===== config.mk =====
export PLATFORM = sky130hd
export DESIGN_NAME = snitch_tcdm_split_io_wrapper
export DESIGN_NICKNAME = d
export VERILOG_FILES = /design/src/rtl/snitch_tcdm_split_io_wrapper.sv
export SDC_FILE = /design/constraint.sdc
export NUM_CORES = 1
export LEC_CHECK = 0
export ABC_AREA = 0
export CELL_PAD_IN_SITES_DETAIL_PLACEMENT = 1
export CELL_PAD_IN_SITES_GLOBAL_PLACEMENT = 2
export CORE_AREA = 2 2 533 535
export CTS_CLUSTER_SIZE = 8
export DETAILED_ROUTE_END_ITERATION = 6
export DIE_AREA = 0 0 535 537
export PLACE_DENSITY_LB_ADDON = 0.2
export SYNTH_ARGS = -nofsm -noshare
export SYNTH_HDL_FRONTEND = slang
export SYNTH_SLANG_ARGS = --single-unit

===== constraint.sdc =====
create_clock -name clk_i -period 6.1 [get_ports clk_i]
set_input_delay 0.915 -clock clk_i [delete_from_list [all_inputs] [get_ports clk_i]]
set_output_delay 0.915 -clock clk_i [all_outputs]
set_load 0.01 [all_outputs]

===== src/rtl/snitch_tcdm_split_io_wrapper.sv =====
// Split write/read TCDM requesters to word-interleaved banks, 1-cycle response.
// Define SNITCH_TCDM_WR_PRIORITY_EN for fixed-priority (lowest index) arbitration.
`timescale 1ns/1ps

package snitch_tcdm_pkg;
    localparam int unsigned NumWrOnly = 2;
    localparam int unsigned NumRdOnly = 2;
    localparam int unsigned NumOut    = 4;
    localparam int unsigned AddrWidth = 32;
    localparam int unsigned DataWidth = 64;
    localparam int unsigned StrbWidth = DataWidth / 8;

    typedef struct packed {
        logic                 q_valid;
        logic [AddrWidth-1:0] addr;
        logic                 write;
        logic [DataWidth-1:0] data;
        logic [StrbWidth-1:0] strb;
    } tcdm_req_t;

    typedef struct packed {
        logic                 q_ready;
        logic                 p_valid;
        logic [DataWidth-1:0] p_data;
    } tcdm_rsp_t;

    typedef struct packed {
        logic                 q_valid;
        logic [AddrWidth-1:0] addr;
        logic                 write;
        logic [DataWidth-1:0] data;
        logic [StrbWidth-1:0] strb;
    } mem_req_t;

    typedef struct packed {
        logic                 q_ready;
        logic [DataWidth-1:0] p_data;
    } mem_rsp_t;
endpackage

module snitch_tcdm_split_io_wrapper
    import snitch_tcdm_pkg::*;
(
    input  logic                        clk_i,
    input  logic                        rst_ni,
    input  tcdm_req_t [NumWrOnly-1:0]   wr_req_i,
    output tcdm_rsp_t [NumWrOnly-1:0]   wr_rsp_o,
    input  tcdm_req_t [NumRdOnly-1:0]   rd_req_i,
    output tcdm_rsp_t [NumRdOnly-1:0]   rd_rsp_o,
    output mem_req_t  [NumOut-1:0]      mem_req_o,
    input  mem_rsp_t  [NumOut-1:0]      mem_rsp_i
);
    localparam int unsigned NumIn   = NumWrOnly + NumRdOnly;
    localparam int unsigned IdxW    = (NumIn > 1) ? $clog2(NumIn) : 1;
    localparam int unsigned ByteW   = $clog2(StrbWidth);
    localparam int unsigned BankW   = $clog2(NumOut);
    localparam int unsigned BankOff = ByteW + BankW;

    mem_req_t [NumIn-1:0]             in_req;
    logic     [NumIn-1:0][BankW-1:0]  in_bank;
    logic     [NumOut-1:0]            gnt_vld;
    logic     [NumOut-1:0][IdxW-1:0]  gnt_idx;
    logic     [NumOut-1:0]            hs;
    logic     [NumOut-1:0]            rsp_vld;
    logic     [NumOut-1:0][IdxW-1:0]  rsp_idx;
    logic     [NumIn-1:0]             in_rdy;
    logic     [NumIn-1:0]             in_pvld;
    logic     [NumIn-1:0][DataWidth-1:0] in_pdata;
    logic                             unused_fields;

`ifndef SNITCH_TCDM_WR_PRIORITY_EN
    logic     [NumOut-1:0][IdxW-1:0]  ptr;
`endif

    // Unified requester view: write ports first, read ports after.
    always_comb begin
        in_req        = '0;
        in_bank       = '0;
        unused_fields = 1'b0;
        for (int unsigned i = 0; i < NumWrOnly; i++) begin
            in_req[i]       = wr_req_i[i];
            in_req[i].write = 1'b1;
            unused_fields   = unused_fields ^ wr_req_i[i].write;
        end
        for (int unsigned j = 0; j < NumRdOnly; j++) begin
            in_req[NumWrOnly+j].q_valid = rd_req_i[j].q_valid;
            in_req[NumWrOnly+j].addr    = rd_req_i[j].addr;
            unused_fields = unused_fields ^ (^{rd_req_i[j].write,
                                              rd_req_i[j].data,
                                              rd_req_i[j].strb});
        end
        for (int unsigned i = 0; i < NumIn; i++) begin
            in_bank[i] = in_req[i].addr[ByteW +: BankW];
        end
    end

    always_comb begin
        logic [IdxW-1:0] idx;
        idx     = '0;
        gnt_vld = '0;
        gnt_idx = '0;
        for (int unsigned b = 0; b < NumOut; b++) begin
            for (int unsigned k = 0; k < NumIn; k++) begin
`ifdef SNITCH_TCDM_WR_PRIORITY_EN
                idx = IdxW'(k);
`else
                idx = IdxW'((32'(ptr[b]) + k) % NumIn);
`endif
                if (!gnt_vld[b] && in_req[idx].q_valid &&
                    in_bank[idx] == BankW'(b)) begin
                    gnt_vld[b] = 1'b1;
                    gnt_idx[b] = idx;
                end
            end
        end
    end

    always_comb begin
        mem_req_o = '0;
        hs        = '0;
        for (int unsigned b = 0; b < NumOut; b++) begin
            if (rst_ni && gnt_vld[b]) begin
                mem_req_o[b]      = in_req[gnt_idx[b]];
                mem_req_o[b].addr = in_req[gnt_idx[b]].addr >> BankOff;
            end
            hs[b] = mem_req_o[b].q_valid && mem_rsp_i[b].q_ready;
        end
    end

    always_comb begin
        in_rdy   = '0;
        in_pvld  = '0;
        in_pdata = '0;
        for (int unsigned b = 0; b < NumOut; b++) begin
            for (int unsigned i = 0; i < NumIn; i++) begin
                if (hs[b] && gnt_idx[b] == IdxW'(i)) begin
                    in_rdy[i] = 1'b1;
                end
                if (rsp_vld[b] && rsp_idx[b] == IdxW'(i)) begin
                    in_pvld[i] = 1'b1;
                    if (i >= NumWrOnly) begin
                        in_pdata[i] = mem_rsp_i[b].p_data;
                    end
                end
            end
        end
    end

    always_comb begin
        wr_rsp_o = '0;
        rd_rsp_o = '0;
        for (int unsigned i = 0; i < NumWrOnly; i++) begin
            wr_rsp_o[i].q_ready = in_rdy[i];
            wr_rsp_o[i].p_valid = in_pvld[i];
            wr_rsp_o[i].p_data  = in_pdata[i];
        end
        for (int unsigned j = 0; j < NumRdOnly; j++) begin
            rd_rsp_o[j].q_ready = in_rdy[NumWrOnly+j];
            rd_rsp_o[j].p_valid = in_pvld[NumWrOnly+j];
            rd_rsp_o[j].p_data  = in_pdata[NumWrOnly+j];
        end
    end

    always_ff @(posedge clk_i or negedge rst_ni) begin
        if (!rst_ni) begin
            rsp_vld <= '0;
            rsp_idx <= '0;
        end else begin
            rsp_vld <= hs;
            for (int unsigned b = 0; b < NumOut; b++) begin
                if (hs[b]) begin
                    rsp_idx[b] <= gnt_idx[b];
                end
            end
        end
    end

`ifndef SNITCH_TCDM_WR_PRIORITY_EN
    always_ff @(posedge clk_i or negedge rst_ni) begin
        if (!rst_ni) begin
            ptr <= '0;
        end else begin
            for (int unsigned b = 0; b < NumOut; b++) begin
                if (hs[b]) begin
                    ptr[b] <= (gnt_idx[b] == IdxW'(NumIn - 1)) ? '0
                                                                : gnt_idx[b] + 1'b1;
                end
            end
        end
    end
`endif

endmodule


# Word-level counts from Yosys, hierarchy flattened
# Index checks and enable logic that the tools add are counted.
# totals
ff_bits	20
inputBits	686
word_cells	325
# op_classes
n_addsub	16
order_cmp	20
eq_ne	36
muxes	152
reduce_logical	92
# ops
operator	n
106-bit binary-select mux with 2-bit select	20
106-bit two-way mux	24
64-bit two-way mux	8
2-bit two-way mux	36
1-bit logical AND	68
2-bit binary-select mux with 2-bit select	16
2-bit by 3-bit < comparator with 1-bit output (second input constant)	20
2-bit == test (second input constant)	24
1-bit two-way mux	48
2-bit by 1-bit == test with 1-bit output (second input constant)	12
2-bit zero test	12
2-bit by 1-bit adder with 2-bit output (second input constant)	8
2-bit adder (second input constant)	8
1-bit zero test	12

# Logic depth before layout (Yosys ltp)
# logic_depth
depth_word	26
ltp_mapped	10
mapped_depth_nobuf	7

# Least setup slack after synthesis
# OpenSTA, ideal clock, no wires.
# synth_path
path_type	input to output
from	input port wr_req_i[182] in the netlist's numbering
to	output port wr_rsp_o[65] in the netlist's numbering
arrival_ns	2.418
t_required_ns	5.185
setup_slack_ns	2.767
path_stages	8
path_buffers	1
path_cell_list	or3b_2 > o21ai_1 > o221a_2 > inv_2 > buf_2 > ha_1 > a22oi_1 > nand2_1
# synth_lines
item	line	rtl
start: declaration	46	input tcdm_req_t [NumWrOnly-1:0] wr_req_i,
end: declaration	47	output tcdm_rsp_t [NumWrOnly-1:0] wr_rsp_o,

==> metrics.cfg <==
[outcome]
status=completed

[timing]
finalMaxSlewViolations=0
finalHoldViolations=0
setup_viol=0
slew_headroom_pct=33.3
worst_slack_ns=0.883
period_minus_slack_ns=5.22
period_share_pct=85.5
skew_ns=0.00142
fin_tns_setup_ns=0
whs_ns=0.586
rsz0062_at_grt=false
tightest_slew_ns=0.997
timing.fmax_ghz=0.192

[place]
placed_cell_area_um2=28300
io_buffers=1065
gp_congestion=0.763
pre_cts_ws_ns=0.833
hpwl_mm=132

[cts]
cts.clk_slew.worst_paths_ns=0.06
cts_resized=0
cts_setup_buffers=0
cts_tree=yes
htree_levels=1
root_buffer=clkbuf_16
clk-insertion-delay-late_ns=0.26
cts_buffers=3
cts_buffer_depth=2
cts.sinks=20
postCtsHoldBufs=0

[global_route]
grt_max_degree=76
antenna_found_initial=71
gr-usage-all-layers_pct=10.9
grt.overflow.total=0
grt_pass1_vias=22200
grt_pass1_wl_mm=217

[critical_path]
crit_arrival_ns=4.30
crit_fanout=32
max_stage_delay_ns=0.66
cp_data_required_time_ns=5.18
start_kind=input pin
cp-end-kind=output pin
path_cells=clkdlybuf4s50_1 > or3b_2 > o21ai_1 > o221a_4 > buf_4 > nand2_1 > a21oi_1 > clkdlybuf4s50_1
crit_top_cell=clkdlybuf4s50_1
critPathSlowestCell=clkdlybuf4s50_1
path_class=input pin to output pin

[yosys]
ys_types=56
ys_seq_elements=20
avgSynthCellArea_um2=5.95
seq_area_frac_synth_pct=3.70
synth-compound-area-share_pct=35.3
synth_top_family_by_area=compound AO/OA/AOI/OAI gates
ys_top_cells_by_area=nand2_1 (21%), mux2i_1 (16%), a21oi_1 (11%)
synth_edf_count=0
ys_async_sr_fraction_pct=100
synthAdderAreaFrac_pct=1.48
ys_warn_count=0
syn_area_um2=13500
synthSimpleGateAreaFrac_pct=25.9
synth_mux_area_share_pct=16.3
synth_ff_type=dfrtp_1
yosys.area.top_type=nand2_1
synth_xor_area_share_pct=0
synth_top_area_share_pct=20.5
synth_cells=2274

[power]
p_switching_uw=1250
netSwitchingFraction_pct=50.7
p_clk_share_pct=7.4
seq_power_share_pct=7.9
p_leak_uw=0.00982
max-vdd-ir-drop_mv=0.115
powerDensity_nw_per_um2=86.7
internal-power_uw=1220
p_comb_share_pct=84.7

[floorplanning]
fp-row-count=195
dieArea_um2=287000
core_area_um2=281000
initial_core_util_pct=4.81
die_x_um=535
boundaryPins=1374
die_h_um=537

[drt]
drtIter0Drc=1017
wl_mm=166
avgRoutedWirePerCell_um=23.7
avgViaCountPerCell=3.03
first_pass_iters=5
antenna_left=0
drc=0
vias=21100

[finish]
mostFrequentLayoutCells=clkdlybuf4s50_1 (1060), nand2_1 (736), a21oi_1 (293), mux2i_1 (219), conb_1 (148)
layout_commonest_cell=clkdlybuf4s50_1
area_growth_pct=110
final_cell_area_um2=28500
nets=3924
layout-drive-gt1-share_pct=4.56

[run]
maxCapViolCount=0

[worst_hold_path]
hold_class=register to register

metal layers:
metal	global-route usage, %	routed length (um)	vias up
met4	1.15	1480	36
met2	19.8	83100	900
li1	-	-	9747
met3	3.78	14600	100
met1	12.6	66200	10300
met5	0	230	-
Yosys cell counts, types with 2 or more instances:
master / number
clkinv_1: 2
o21ai_0: 136
nor3_1: 2
dfrtp_1: 20
buf_2: 63
inv_2: 6
buf_6: 29
ha_1: 16
nand2_2: 9
nand3b_1: 10
a21oi_1: 293
inv_1: 12
o41a_1: 2
or4_1: 3
nor3b_2: 2
buf_4: 161
and3b_1: 5
a21o_1: 2
clkbuf_1: 108
nand3_1: 5
buf_1: 5
nand2_1: 739
nand2b_1: 2
nor3b_1: 6
a221oi_1: 64
o31ai_1: 64
nor2_1: 72
a22oi_1: 8
o221a_2: 3
nor4bb_1: 2
o21bai_1: 2
mux2i_1: 219
a221o_1: 65
o22ai_1: 109
nor2b_1: 3
and3_1: 5
through the flow:
step	instances	util, %	power, uW
2_1_floorplan	2421	-	1050
3_3_place_gp	6960	10.1	2360
3_5_place_dp	6960	10.1	2350
4_1_cts	6964	10.1	2550
5_1_grt	6969	10.1	2670
6_report	6981	10.1	2470
worst paths after layout:
check                              start             to  slack (ns)  depth (start not counted)
setup / recovery           wr_req_i[211]  mem_req_o[54]        0.88                          8
hold / removal                rsp_idx[7]     rsp_idx[7]        0.59                          2
min in group asynchronous         rst_ni         ptr[4]        1.09                          2
max in group asynchronous         rst_ni     rsp_idx[6]        4.77                          2
setup reg to reg                  ptr[1]         ptr[1]        3.81                          8
hold reg to reg               rsp_idx[7]     rsp_idx[7]        0.59                          2
kinds of logic after synthesis:
| family | Yosys count |
|---|---|
| DFF | 20 |
| buffers and inverters | 386 |
| muxes | 220 |
| adders and majority gates | 16 |
| and+or+nand+nor | 873 |
| other | 1 |
| AOI/OAI and AO/OA | 758 |
final cells by class:
cell class / count / area, um2
clock buffers: 3 / 75.1
fillers: 33800 / 253000
multi-input cells: 2015 / 11400
repair buffers: 1162 / 11700
well taps: 3743 / 4680
clock inverters: 1 / 30.0
diodes: 17 / 42.5
flip-flops and latches: 20 / 500
inverters: 20 / 85.1
sequential cells by signal (all words and copies together), names as in the netlist:
| signal | flops |
|---|---|
| ptr | 8 |
| rsp_vld | 4 |
| rsp_idx | 8 |
power groups by stage:
stage | sequential, uW | combinational [uW] | clock (uW)
6_report | 194 | 2090 | 183
5_1_grt | 200 | 2270 | 194
4_1_cts | 195 | 2170 | 189
3_5_place_dp | 197 | 2150 | 0
3_3_place_gp | 197 | 2160 | 0
2_1_floorplan | 177 | 871 | 0
worst max-delay path, delay by kind of cell:
family / cells / cell delay (ns)
compound gates: 3 / 0.90
buf+inv: 3 / 1.77
simple gates: 2 / 0.63
No activity file was read; power rests on OpenSTA's default activity.
